--- config.mk ---
export PLATFORM = sky130hd
export DESIGN_NAME = pulse_interval_meter
export DESIGN_NICKNAME = d
export VERILOG_FILES = /design/src/rtl/pulse_interval_meter.sv
export SDC_FILE = /design/constraint.sdc
export NUM_CORES = 1
export LEC_CHECK = 0
export BUFFER_PORTS_ARGS = -buffer_cell sky130_fd_sc_hd__buf_2
export CAP_MARGIN = 20
export CORE_MARGIN = 3
export CORE_UTILIZATION = 51
export CTS_CLUSTER_SIZE = 28
export DETAILED_ROUTE_END_ITERATION = 16
export PLACE_DENSITY = 0.72
export REMOVE_ABC_BUFFERS = 1
export SLEW_MARGIN = 20
export SYNTH_ARGS = -nofsm -noshare
export SYNTH_HDL_FRONTEND = slang
export SYNTH_SLANG_ARGS = --single-unit
--- constraint.sdc ---
create_clock -name clk_fast -period 1.9 [get_ports clk_fast]
set_clock_uncertainty 0.1 [all_clocks]
set_input_delay 0.19 -clock clk_fast [delete_from_list [all_inputs] [get_ports clk_fast]]
set_output_delay 0.19 -clock clk_fast [all_outputs]
set_load 0.01 [all_outputs]
--- src/rtl/pulse_interval_meter.sv ---
`default_nettype none
// ============================================================================
// Module      : pulse_interval_meter
// Description : Edge-event consumer for a synchronized slow-domain signal.
//               Detects rising edges of sync_in, emits a one-cycle pulse per
//               edge, counts events and measures the edge-to-edge interval
//               in clk_fast cycles. Each measurement is offered through a
//               one-deep valid/ready register. Sticky flags report short
//               intervals, counter saturation and dropped measurements.
//
// Ports       : clk_fast       sole clock, rising edge
//               rst_n          asynchronous active-low reset
//               sync_in        synchronized input (clk_fast domain)
//               clr            synchronous clear of counters/flags/valid
//               pulse_out      one-cycle pulse per accepted rising edge
//               evt_cnt        accepted-edge count (wraps)
//               meas_valid     measurement register holds data
//               meas_ready     consumer accepts when high with meas_valid
//               meas_interval  cycles between the last two edges
//               gap_err        sticky: interval below MIN_GAP measured
//               ovf            sticky: interval counter saturated
//               meas_lost      sticky: measurement dropped, register full
//
// Revision    : 1.0 - initial release
// ============================================================================
module pulse_interval_meter #(
    parameter int CNT_W   = 16,
    parameter int EVT_W   = 8,
    parameter int MIN_GAP = 4
) (
    input  logic             clk_fast,
    input  logic             rst_n,
    input  logic             sync_in,
    input  logic             clr,
    output logic             pulse_out,
    output logic [EVT_W-1:0] evt_cnt,
    output logic             meas_valid,
    input  logic             meas_ready,
    output logic [CNT_W-1:0] meas_interval,
    output logic             gap_err,
    output logic             ovf,
    output logic             meas_lost
);

    localparam logic [CNT_W-1:0] c_cnt_max     = '1;
    localparam logic [CNT_W-1:0] c_cnt_pre_sat = c_cnt_max - CNT_W'(1);
    localparam logic [CNT_W-1:0] c_min_gap     = CNT_W'(MIN_GAP);
    localparam logic [CNT_W-1:0] c_cnt_one     = CNT_W'(1);
    localparam logic [EVT_W-1:0] c_evt_one     = EVT_W'(1);

    typedef enum logic [0:0] {
        ST_IDLE    = 1'b0,
        ST_MEASURE = 1'b1
    } state_t;

    state_t             r_state;
    state_t             w_state_next;

    logic               r_sync_d;
    logic               r_pulse;
    logic [CNT_W-1:0]   r_gap_cnt;
    logic [EVT_W-1:0]   r_evt_cnt;
    logic               r_meas_valid;
    logic [CNT_W-1:0]   r_meas_interval;
    logic               r_gap_err;
    logic               r_ovf;
    logic               r_meas_lost;

    logic               w_rise;
    logic               w_capture;
    logic               w_xfer;
    logic               w_load;
    logic               w_sat;

    // An edge seen while clr is high is discarded, so captures are gated by it.
    assign w_rise    = sync_in & ~r_sync_d;
    assign w_capture = w_rise & ~clr & (r_state == ST_MEASURE);
    assign w_xfer    = r_meas_valid & meas_ready;
    // A capture may land in the register if it is empty or emptying now.
    assign w_load    = w_capture & (~r_meas_valid | w_xfer);
    assign w_sat     = (r_gap_cnt == c_cnt_max);

    // ------------------------------------------------------------------------
    // State register
    // ------------------------------------------------------------------------
    always_ff @(posedge clk_fast or negedge rst_n) begin
        if (!rst_n) begin
            r_state <= ST_IDLE;
        end else begin
            r_state <= w_state_next;
        end
    end

    // ------------------------------------------------------------------------
    // Next-state logic
    // ------------------------------------------------------------------------
    always_comb begin
        w_state_next = r_state;
        if (clr) begin
            w_state_next = ST_IDLE;
        end else if (w_rise) begin
            w_state_next = ST_MEASURE;
        end
    end

    // ------------------------------------------------------------------------
    // Datapath: edge history, counters, measurement register, flags
    // ------------------------------------------------------------------------
    always_ff @(posedge clk_fast or negedge rst_n) begin
        if (!rst_n) begin
            // High input out of reset must not look like an edge.
            r_sync_d        <= 1'b1;
            r_pulse         <= 1'b0;
            r_gap_cnt       <= '0;
            r_evt_cnt       <= '0;
            r_meas_valid    <= 1'b0;
            r_meas_interval <= '0;
            r_gap_err       <= 1'b0;
            r_ovf           <= 1'b0;
            r_meas_lost     <= 1'b0;
        end else begin
            // Edge history keeps tracking the input even while clearing.
            r_sync_d <= sync_in;

            if (clr) begin
                // meas_interval deliberately keeps its last value.
                r_pulse      <= 1'b0;
                r_gap_cnt    <= '0;
                r_evt_cnt    <= '0;
                r_meas_valid <= 1'b0;
                r_gap_err    <= 1'b0;
                r_ovf        <= 1'b0;
                r_meas_lost  <= 1'b0;
            end else begin
                r_pulse <= w_rise;

                // gap_cnt holds the number of cycles since the last edge, so
                // its value in an edge cycle is exactly the interval.
                if (w_rise) begin
                    r_evt_cnt <= r_evt_cnt + c_evt_one;
                    r_gap_cnt <= c_cnt_one;
                end else if ((r_state == ST_MEASURE) && !w_sat) begin
                    r_gap_cnt <= r_gap_cnt + c_cnt_one;
                    if (r_gap_cnt == c_cnt_pre_sat) begin
                        r_ovf <= 1'b1;
                    end
                end

                if (w_capture && (r_gap_cnt < c_min_gap)) begin
                    r_gap_err <= 1'b1;
                end

                if (w_load) begin
                    r_meas_interval <= r_gap_cnt;
                    r_meas_valid    <= 1'b1;
                end else if (w_capture) begin
                    // Register full and not draining: keep the old value.
                    r_meas_lost <= 1'b1;
                end else if (w_xfer) begin
                    r_meas_valid <= 1'b0;
                end
            end
        end
    end

    assign pulse_out     = r_pulse;
    assign evt_cnt       = r_evt_cnt;
    assign meas_valid    = r_meas_valid;
    assign meas_interval = r_meas_interval;
    assign gap_err       = r_gap_err;
    assign ovf           = r_ovf;
    assign meas_lost     = r_meas_lost;

endmodule
`default_nettype wire

==> results of run 1 <==
[cells by family (layout without fill, tap and decap cells)]
kind of cell,count (synthesis),after routing,synth area share
muxes,11,11,0.05464
and+or+nand+nor,89,89,0.2169
buffers and inverters,15,68,0.04028
xor gates and xnor gates,5,5,0.01931
adders and majority gates,3,3,0.01656
DFF,47,47,0.5193
AOI/OAI and AO/OA,47,47,0.1330
[per-layer routing]
metal | routed length [um] | track usage | vias to the layer above
li1 | - | - | 904
met1 | 2423 | 0.2954 | 875
met2 | 2168 | 0.2916 | 44
met3 | 251 | 0.04408 | 7
met4 | 61 | 0.06352 | 0
met5 | 0 | 0 | -
[repair_timing]
action / 4_1_cts / 5_1_grt
buffers inserted: 0 / 0
gates resized for setup: 0 / 2
hold buffers: 2 / 0
endpoints found under the hold margin: 47 / 0
setup endpoints to repair: 0 / 3
[path summary, 6_finish.rpt]
| kind | from | to | slack, ps | cells past startpoint |
|---|---|---|---|---|
| max in group asynchronous | rst_n | r_sync_d | 1140 | 3 |
| min in group asynchronous | rst_n | meas_interval[11] | 290 | 3 |
| setup reg to reg | r_gap_cnt[4] | r_gap_cnt[9] | 130 | 4 |
| hold / removal | meas_ready | meas_valid | 90 | 3 |
| hold reg to reg | meas_interval[5] | meas_interval[5] | 370 | 2 |
| setup / recovery | r_gap_cnt[4] | r_gap_cnt[9] | 130 | 4 |
[metrics by stage]
| stage | utilization | area, sq um | hold slack (ps) |
|---|---|---|---|
| 6_report | 0.6516 | 2700 | 86.26 |
| 2_1_floorplan | - | 2195 | -205.6 |
| 3_5_place_dp | 0.6238 | 2585 | 94.08 |
| 5_1_grt | 0.6516 | 2700 | 101.5 |
| 3_3_place_gp | 0.6238 | 2585 | 92.63 |
| 4_1_cts | 0.6489 | 2689 | 83.30 |
[final cells by class]
class | count | area share
inverter | 5 | 0.006951
clock inverter | 3 | 0.005561
clock buffer | 5 | 0.02549
multi-input combinational | 155 | 0.3740
tap | 50 | 0.02317
sequential | 47 | 0.4361
timing repair buffer | 55 | 0.1288
[cells in the final DEF, fill, tap and decap left out, types with 2 or more instances in the layout]
cell type      netlist  final
a31oi_1              4      4
o31ai_1              3      3
a211oi_1             4      4
o211a_1              2      2
ha_1                 3      2
nor4_1               6      6
dfrtp_1             46     46
nand2_1             18     18
o21ai_0             12     12
nor3_1              10     10
nor2_1              18     18
clkinv_2             0      3
mux2_2              11     11
buf_4                3     19
clkbuf_8             0      5
dlygate4sd3_1        0      2
a311oi_1             2      2
or3_1                2      2
or4_1                3      3
inv_1                5      5
nand2b_1             3      3
and4_1               2      2
and3_1               3      3
a21oi_1             13     13
nand4_1              3      3
buf_2                1     33
o211ai_1             2      2
nand3_1              8      8
a41oi_1              2      2
xnor2_1              4      4
[worst max-delay path, cell delays in order, from the launching register on]
cell and delay (ps):
dfrtp_1 460, nand4_1 250, or4_1 560, o211ai_1 180
o31ai_1 100
[report_power, final]
group	total (W)	switching, W	internal (W)
combinational	0.000135	0.0000834	0.0000517
clock	0.000581	0.000329	0.000252
sequential	0.00103	0.0000118	0.00102
[Yosys cell counts, types with 4 or more instances]
master and count:
a211oi_1 4, nand2_1 18, inv_1 5, nand3_1 8, mux2_2 11, nor4_1 6
nor2_1 18, a31oi_1 4, dfrtp_1 46, a21oi_1 13, xnor2_1 4, nor3_1 10
o21ai_0 12
==> reports/summary.txt, run 1 <==
==================================================================================================
Result of the run                                                                     finished, final reports clean
Synth Flop Type                                                                            dfrtp_1
I/O pin cnt                                                                                     34
Synth Area per Inst                                                                    10.45 sq um
Area of combinational cells with multiple inputs                                        1010 sq um
First-iteration detailed-routing DRC count                                                     116
Startpoint types                                                                              flop
Clock Sink Count                                                                                47
Floorplan die height                                                                      72.68 um
Mean routed wirelength per cell                                                           15.33 um
Area of the mapped netlist                                                              2267 sq um
Num rows                                                                                        23
Final hold vios                                                                                  0
# fillers                                                                                      365
Type of destination of the critical path                                                      flop
Hold/Removal Path Class                                                                  in -> reg
Warnings from Yosys                                                                              0
Number of flops mapped to enable cells by yosys                                                  0
Total grt overflow                                                                               0
Fraction of synthesized cell area taken by the top area cell type                           0.5077
Post-route setup TNS                                                                          0 ps
Slew @ Worst Pin                                                                          493.1 ps
Area of the die                                                                         5282 sq um
Wire length of the first global-routing pass                                              8.238 mm
Maximum root-to-sink buffer count                                                                2
Relative area change from synthesis to final layout                                         19.09%
Antenna violations before repair                                                                 0
Signal arrival time at the worst endpoint                                                  1840 ps
Die Span X                                                                                72.68 um
Post-route DRC violation count                                                                   0
Max-slew headroom                                                                           0.6700
Leakage dissipation                                                                       1.285 nW
Post-synthesis instance total                                                                  217
Placeable core region                                                                   4144 sq um
Crit share post-route                                                                       0.9333
Share of cells above drive strength 1                                                       0.3148
Number of max-cap violations                                                                     0
GP Congestion                                                                               0.8513
Final setup violation count                                                                      0
Final HPWL DP                                                                             3.517 mm
Worst EP required                                                                          1970 ps
Total power density per cell area                                                     646.7 nW/um^2
Post-synth cell types                                                                           47
CTS buffer count                                                                                 5
Minimum clock period after layout                                                          1773 ps
Via count                                                                                     1830
Number of nets in the final layout                                                             277
Number of max-slew violations in the final report                                                0
Routed via count divided by cell count                                                       5.719
Fraction of registers with async set or reset after synthesis                                1.000
Worst setup path class                                                                  reg -> reg
Detailed-route wire length                                                                4.905 mm
Largest fanout on the critical path                                                              7
Worst IR drop on VDD                                                                     0.4241 mV
Cell types occupying the most area after synthesis                                    dfrtp_1 51%, mux2_2 5.5%, nand2_1 3.0%
Largest net degree at the start of global routing                                               48
Combined global-route utilization of all metal layers                                       0.1997
Post-placement setup slack                                                                117.6 ps
TritonRoute pass-1 iters                                                                         4
Sequential fraction of the synthesis area                                                   0.5193
Clk Tree Root Cell                                                                        clkbuf_8
Flip-flop and latch count after synthesis                                                       47
Sequential cell area                                                                    1177 sq um
Number of antenna cells inserted                                                                 0
Instance count after placement with tap cells included                                         310
Clock tree from TritonCTS                                                                      yes
Clock network latency to the later pin of the worst-skew pair                               300 ps
Total number of H-tree levels                                                                    2
Via count of the first global-routing pass                                                    1713
Post-synthesis cell type with the largest combined area                                    dfrtp_1
Highest Clock Rate                                                                      0.5639 GHz
Initial core utilization                                                                    0.5471
Clock transition time at the flip-flop clock pins of the worst setup and hold paths          90 ps
Count of buffers from port buffering                                                            33
Final Worst Setup Slack                                                                   126.7 ps
Unrepaired setup endpoints after global routing                                                 no
Remaining antenna violation count                                                                0
Post-layout power                                                                       0.001746 W
Non-filler cells, final                                                                        320
==================================================================================================
Note: power is estimated with default switching activity, not from simulation.
==> run 2: changes to the inputs <==
- SETUP_SLACK_MARGIN: default -> 0.5
==> reports/summary.txt, run 2 (synthesized netlist as in run 1, its figures left out) <==
==================================================================================================
Combined global-route utilization of all metal layers                                       0.2330
TritonRoute pass-1 iters                                                                         5
Placeable core region                                                                   4144 sq um
Final setup violation count                                                                      0
Number of antenna cells inserted                                                                 0
Total power density per cell area                                                     567.2 nW/um^2
Signal arrival time at the worst endpoint                                                  1840 ps
Number of nets in the final layout                                                             304
Relative area change from synthesis to final layout                                         40.62%
Floorplan die height                                                                      72.68 um
Area of the die                                                                         5282 sq um
Total number of H-tree levels                                                                    2
Portion of total power attributed to the clock network                                       0.324
Mean routed wirelength per cell                                                           17.83 um
Worst setup path class                                                                  reg -> reg
Post-route setup TNS                                                                          0 ps
Clock network latency to the later pin of the worst-skew pair                               300 ps
Number of max-slew violations in the final report                                                0
Sw Ratio                                                                                    0.2506
Non-filler cells, final                                                                        347
Remaining antenna violation count                                                                0
Final HPWL DP                                                                             3.517 mm
Largest fanout on the critical path                                                              3
Leakage dissipation                                                                       1.514 nW
Hold/Removal Path Class                                                                  in -> reg
# fillers                                                                                      268
Routed via count divided by cell count                                                       6.023
Largest net degree at the start of global routing                                               48
Post-placement setup slack                                                                117.6 ps
Cell type group with the largest total delay on the critical path                     simple AND/OR/NAND/NOR gates
Crit share post-route                                                                       0.9273
I/O pin cnt                                                                                     34
Detailed-route wire length                                                                6.188 mm
Combinational fraction of design power                                                       0.105
Number of max-cap violations                                                                     0
Final Worst Setup Slack                                                                   138.1 ps
Largest stage delay, worst path                                                             430 ps
Clock tree from TritonCTS                                                                      yes
Final hold vios                                                                                  0
Worst-path cell chain                                                                 nand4_1 -> buf_4 -> or4_4 -> o211ai_1 -> o31ai_1
Wire length of the first global-routing pass                                              9.487 mm
Max-slew headroom                                                                           0.7351
Worst path bufs/invs                                                                             1
Via count                                                                                     2090
Sequential cell area                                                                    1189 sq um
CTS buffer count                                                                                 5
Num rows                                                                                        23
Most frequent cells in the layout                                                     37 x dfrtp_1, 37 x buf_4, 33 x buf_2
Internal Power                                                                          0.001355 W
Standard cell area after detailed placement                                             2585 sq um
Register share of total power                                                                0.571
Slowest cell on the critical path                                                            or4_4
Minimum clock period after layout                                                          1762 ps
Maximum root-to-sink buffer count                                                                2
Share of cells above drive strength 1                                                       0.5084
Die Span X                                                                                72.68 um
Type of destination of the critical path                                                      flop
Unrepaired setup endpoints after global routing                                                yes
Area of combinational cells with multiple inputs                                        1247 sq um
Clock Sink Count                                                                                47
First-iteration detailed-routing DRC count                                                     182
Via count of the first global-routing pass                                                    1960
Worst IR drop on VDD                                                                     0.4766 mV
Initial core utilization                                                                    0.5471
Post-layout power                                                                       0.001808 W
GP Congestion                                                                               0.8513
Total grt overflow                                                                               0
Worst EP required                                                                          1970 ps
Result of the run                                                                     finished, final reports clean
Instance count after placement with tap cells included                                         310
Post-route DRC violation count                                                                   0
Clk Tree Root Cell                                                                        clkbuf_8
Antenna violations before repair                                                                 0
Slew @ Worst Pin                                                                          396.9 ps
Clock transition time at the flip-flop clock pins of the worst setup and hold paths          90 ps
Highest Clock Rate                                                                      0.5676 GHz
Final design area excluding fillers                                                     3188 sq um
Switching power of the nets                                                            0.0004531 W
Startpoint types                                                                              flop
Count of buffers from port buffering                                                            33
==================================================================================================
run 2: cell count changes in the layout (fill, tap and decap cells not counted), moves of 6 or more:
cell	before	now
nor3_1	10	4
dfrtp_2	0	9
buf_6	0	9
dfrtp_1	46	37
mux2_4	0	10
buf_4	19	37
mux2_2	11	1
run 2: through the flow:
step                      utilization  hold slack [ps]
after floorplan                     -           -205.6
after global placement         0.6238            92.63
after detailed placement       0.6238            94.08
after CTS                      0.7168            102.3
after global routing           0.7693            129.1
final                          0.7693            115.4
run 2: path summary, 6_finish.rpt:
kind	depth (start not counted)	slack, ps	end	start
worst min-delay path	3	120	meas_valid	meas_ready
worst max register to register	5	140	r_gap_cnt[9]	r_gap_cnt[3]
worst min register to register	2	370	meas_interval[5]	meas_interval[5]
min in group asynchronous	3	300	meas_valid	rst_n
max in group asynchronous	3	1140	r_sync_d	rst_n
worst max-delay path	5	140	r_gap_cnt[9]	r_gap_cnt[3]
run 2: repair_timing:
item,CTS,global route
pin swaps,16,20
gates resized for setup,40,34
hold buffers,2,0
buffers inserted,15,11
cloned,1,0
hold endpoints to repair,47,0
endpoints found under the setup margin,32,40
run 2: layout make-up:
type	instances	share of cell area
clock inverters	3	0.004710
inverters	5	0.006672
well taps	50	0.01962
clock buffers	5	0.02159
flip-flops and latches	47	0.3728
repair buffers	82	0.1833
multi-input cells	155	0.3913
run 2: tightest hold or removal path, cell delays in order:
cell and delay, ps:
buf_2 70, nand2b_1 140, a21oi_1 80
run 2: power groups by stage:
stage	Clock, W	Combinational (W)	Sequential (W)
finish	0.000586	0.000190	0.00103
global route	0.000627	0.000206	0.00103
CTS	0.000602	0.000161	0.00103
detailed placement	0	0.000134	0.00105
global placement	0	0.000131	0.00105
floorplan	0	0.0000432	0.00106
run 2: layer usage:
metal / global-route usage / part of all wire
met1: 0.3375 / 0.43
met2: 0.3487 / 0.48
met3: 0.04683 / 0.074
met4: 0.07992 / 0.021
met5: 0 / 0
==> run 3: changes to the inputs <==
- CELL_PAD_IN_SITES_DETAIL_PLACEMENT: default -> 1
- CELL_PAD_IN_SITES_GLOBAL_PLACEMENT: default -> 1
- CORE_MARGIN: 3 -> 4
- CORE_UTILIZATION: 51 -> 40
- PLACE_DENSITY: 0.72 -> 0.73
==> reports/summary.txt, run 3 (synthesized netlist as in run 1, its figures left out) <==
==================================================================================================
Worst setup path class                                                                  reg -> reg
Share of cells above drive strength 1                                                       0.5949
Non-filler cells, final                                                                        383
Combinational fraction of design power                                                       0.097
Largest net degree at the start of global routing                                               27
Number of nets in the final layout                                                             318
Total number of H-tree levels                                                                    2
Floorplan die height                                                                      83.29 um
Unrepaired setup endpoints after global routing                                                yes
Clock Sink Count                                                                                47
Sw Ratio                                                                                    0.2445
First-iteration detailed-routing DRC count                                                     187
Clock transition time at the flip-flop clock pins of the worst setup and hold paths          90 ps
Crit share post-route                                                                       0.9574
Via count of the first global-routing pass                                                    2136
I/O pin cnt                                                                                     34
Minimum clock period after layout                                                          1819 ps
Violations in the final reports                                                       negative hold slack
Startpoint types                                                                              flop
Signal arrival time at the worst endpoint                                                  1900 ps
Total grt overflow                                                                               0
Number of max-cap violations                                                                     0
Post-route setup TNS                                                                          0 ps
Final-layout worst hold slack                                                            -19.76 ps
TritonRoute pass-1 iters                                                                         4
Slew @ Worst Pin                                                                          550.8 ps
Standard cell area after detailed placement                                             2618 sq um
Final design area excluding fillers                                                     3478 sq um
GP Congestion                                                                               0.8271
Final HPWL DP                                                                             4.102 mm
Initial core utilization                                                                    0.4117
Relative area change from synthesis to final layout                                         53.42%
Most common library cell in the layout ignoring fill and taps                                buf_4
Die Span X                                                                                83.29 um
Largest fanout on the critical path                                                              4
Portion of total power attributed to the clock network                                       0.390
Leakage dissipation                                                                       1.615 nW
Sequential cell area                                                                    1190 sq um
Worst IR drop on VDD                                                                     0.4643 mV
Logic depth of the worst register-to-register path                                               4
Number of max-slew violations in the final report                                                0
Detailed-route wire length                                                                8.517 mm
Internal Power                                                                          0.001526 W
Most frequent cells in the layout                                                     51 x buf_4, 36 x dfrtp_1, 33 x buf_2
Maximum root-to-sink buffer count                                                                2
Highest Clock Rate                                                                      0.5497 GHz
Area of combinational cells with multiple inputs                                        1330 sq um
Mean routed wirelength per cell                                                           22.24 um
Register share of total power                                                                0.513
Type of destination of the critical path                                                      flop
Instance count after placement with tap cells included                                         331
Number of antenna cells inserted                                                                 0
CTS buffer count                                                                                 5
Remaining antenna violation count                                                                0
Via count                                                                                     2154
Area of the die                                                                         6936 sq um
Final setup violation count                                                                      0
Met1 track demand over resource in global routing                                           0.2785
Switching power of the nets                                                            0.0004938 W
Total power density per cell area                                                     580.6 nW/um^2
Met2 layer usage reported by global route                                                   0.3134
Clk Tree Root Cell                                                                        clkbuf_8
Most Used Layer, Global Route                                                                 met2
Number of hold-repair buffers added at the cts stage                                             2
Antenna violations before repair                                                                 0
Count of cells along the worst hold path                                                         2
Count of buffers from port buffering                                                            33
Final hold vios                                                                                  1
Wire length of the first global-routing pass                                              11.36 mm
Met3 Resource Use GR                                                                       0.03869
Placeable core region                                                                   5507 sq um
Hold/Removal Path Class                                                                  in -> reg
Result of the run                                                                     finished, violations left
Worst EP required                                                                          1990 ps
Routed via count divided by cell count                                                       5.624
Combined global-route utilization of all metal layers                                       0.2022
Max-slew headroom                                                                           0.6328
Clock network latency to the later pin of the worst-skew pair                               310 ps
Post-route DRC violation count                                                                   0
# fillers                                                                                      575
Num rows                                                                                        27
Clock tree from TritonCTS                                                                      yes
==================================================================================================
-- run 3: through the flow --
step                hold slack [ps]  setup WS, ps  utilization  total power (W)
floorplan                    -205.6         115.8            -         0.001105
global placement              104.4        -25.09       0.4753         0.001185
detailed placement            97.31        -81.17       0.4753         0.001187
CTS                          -33.89         199.1       0.5476         0.001976
global route                 -31.19        -3.695       0.6317         0.002100
finish                       -19.76         80.95       0.6317         0.002019
-- run 3: path summary, 6_finish.rpt --
| check | from | end | slack (ps) |
|---|---|---|---|
| hold / removal | clr | pulse_out | -20 |
| min in group asynchronous | rst_n | meas_interval[11] | 290 |
| max in group asynchronous | rst_n | r_gap_cnt[3] | 850 |
| setup reg to reg | r_gap_cnt[2] | r_gap_cnt[9] | 80 |
| setup / recovery | r_gap_cnt[2] | r_gap_cnt[9] | 80 |
| hold reg to reg | meas_interval[5] | meas_interval[5] | 390 |
-- run 3: layout make-up --
cell class | instances | area share
timing repair buffer | 96 | 0.2104
inverter | 5 | 0.005396
multi-input combinational | 155 | 0.3824
clock buffer | 6 | 0.02374
tap | 72 | 0.02590
clock inverter | 2 | 0.01007
sequential | 47 | 0.3421
-- run 3: power groups by stage --
stage,clock (W),combinational (W),sequential [W]
floorplan,0,0.0000432,0.00106
global placement,0,0.000135,0.00105
detailed placement,0,0.000136,0.00105
CTS,0.000792,0.000153,0.00103
global route,0.000848,0.000215,0.00104
finish,0.000788,0.000196,0.00104
-- run 3: per-layer routing --
| metal | routed length (um) | share of wire |
|---|---|---|
| met5 | 0 | 0 |
| met4 | 127 | 0.015 |
| met3 | 379 | 0.044 |
| met2 | 4273 | 0.50 |
| met1 | 3738 | 0.44 |
-- run 3: critical path: stages (launching register included) --
cell and delay, ps:
dfrtp_2 430, nand4_1 260, or4_4 570, o211ai_1 210, o31ai_1 120
-- run 3: timing repair --
action	4_1_cts	5_1_grt
pin swaps	10	33
setup buffers	16	25
gates resized for setup	25	62
hold endpoints to repair	22	1
cloned	1	0
endpoints found under the setup margin	35	44
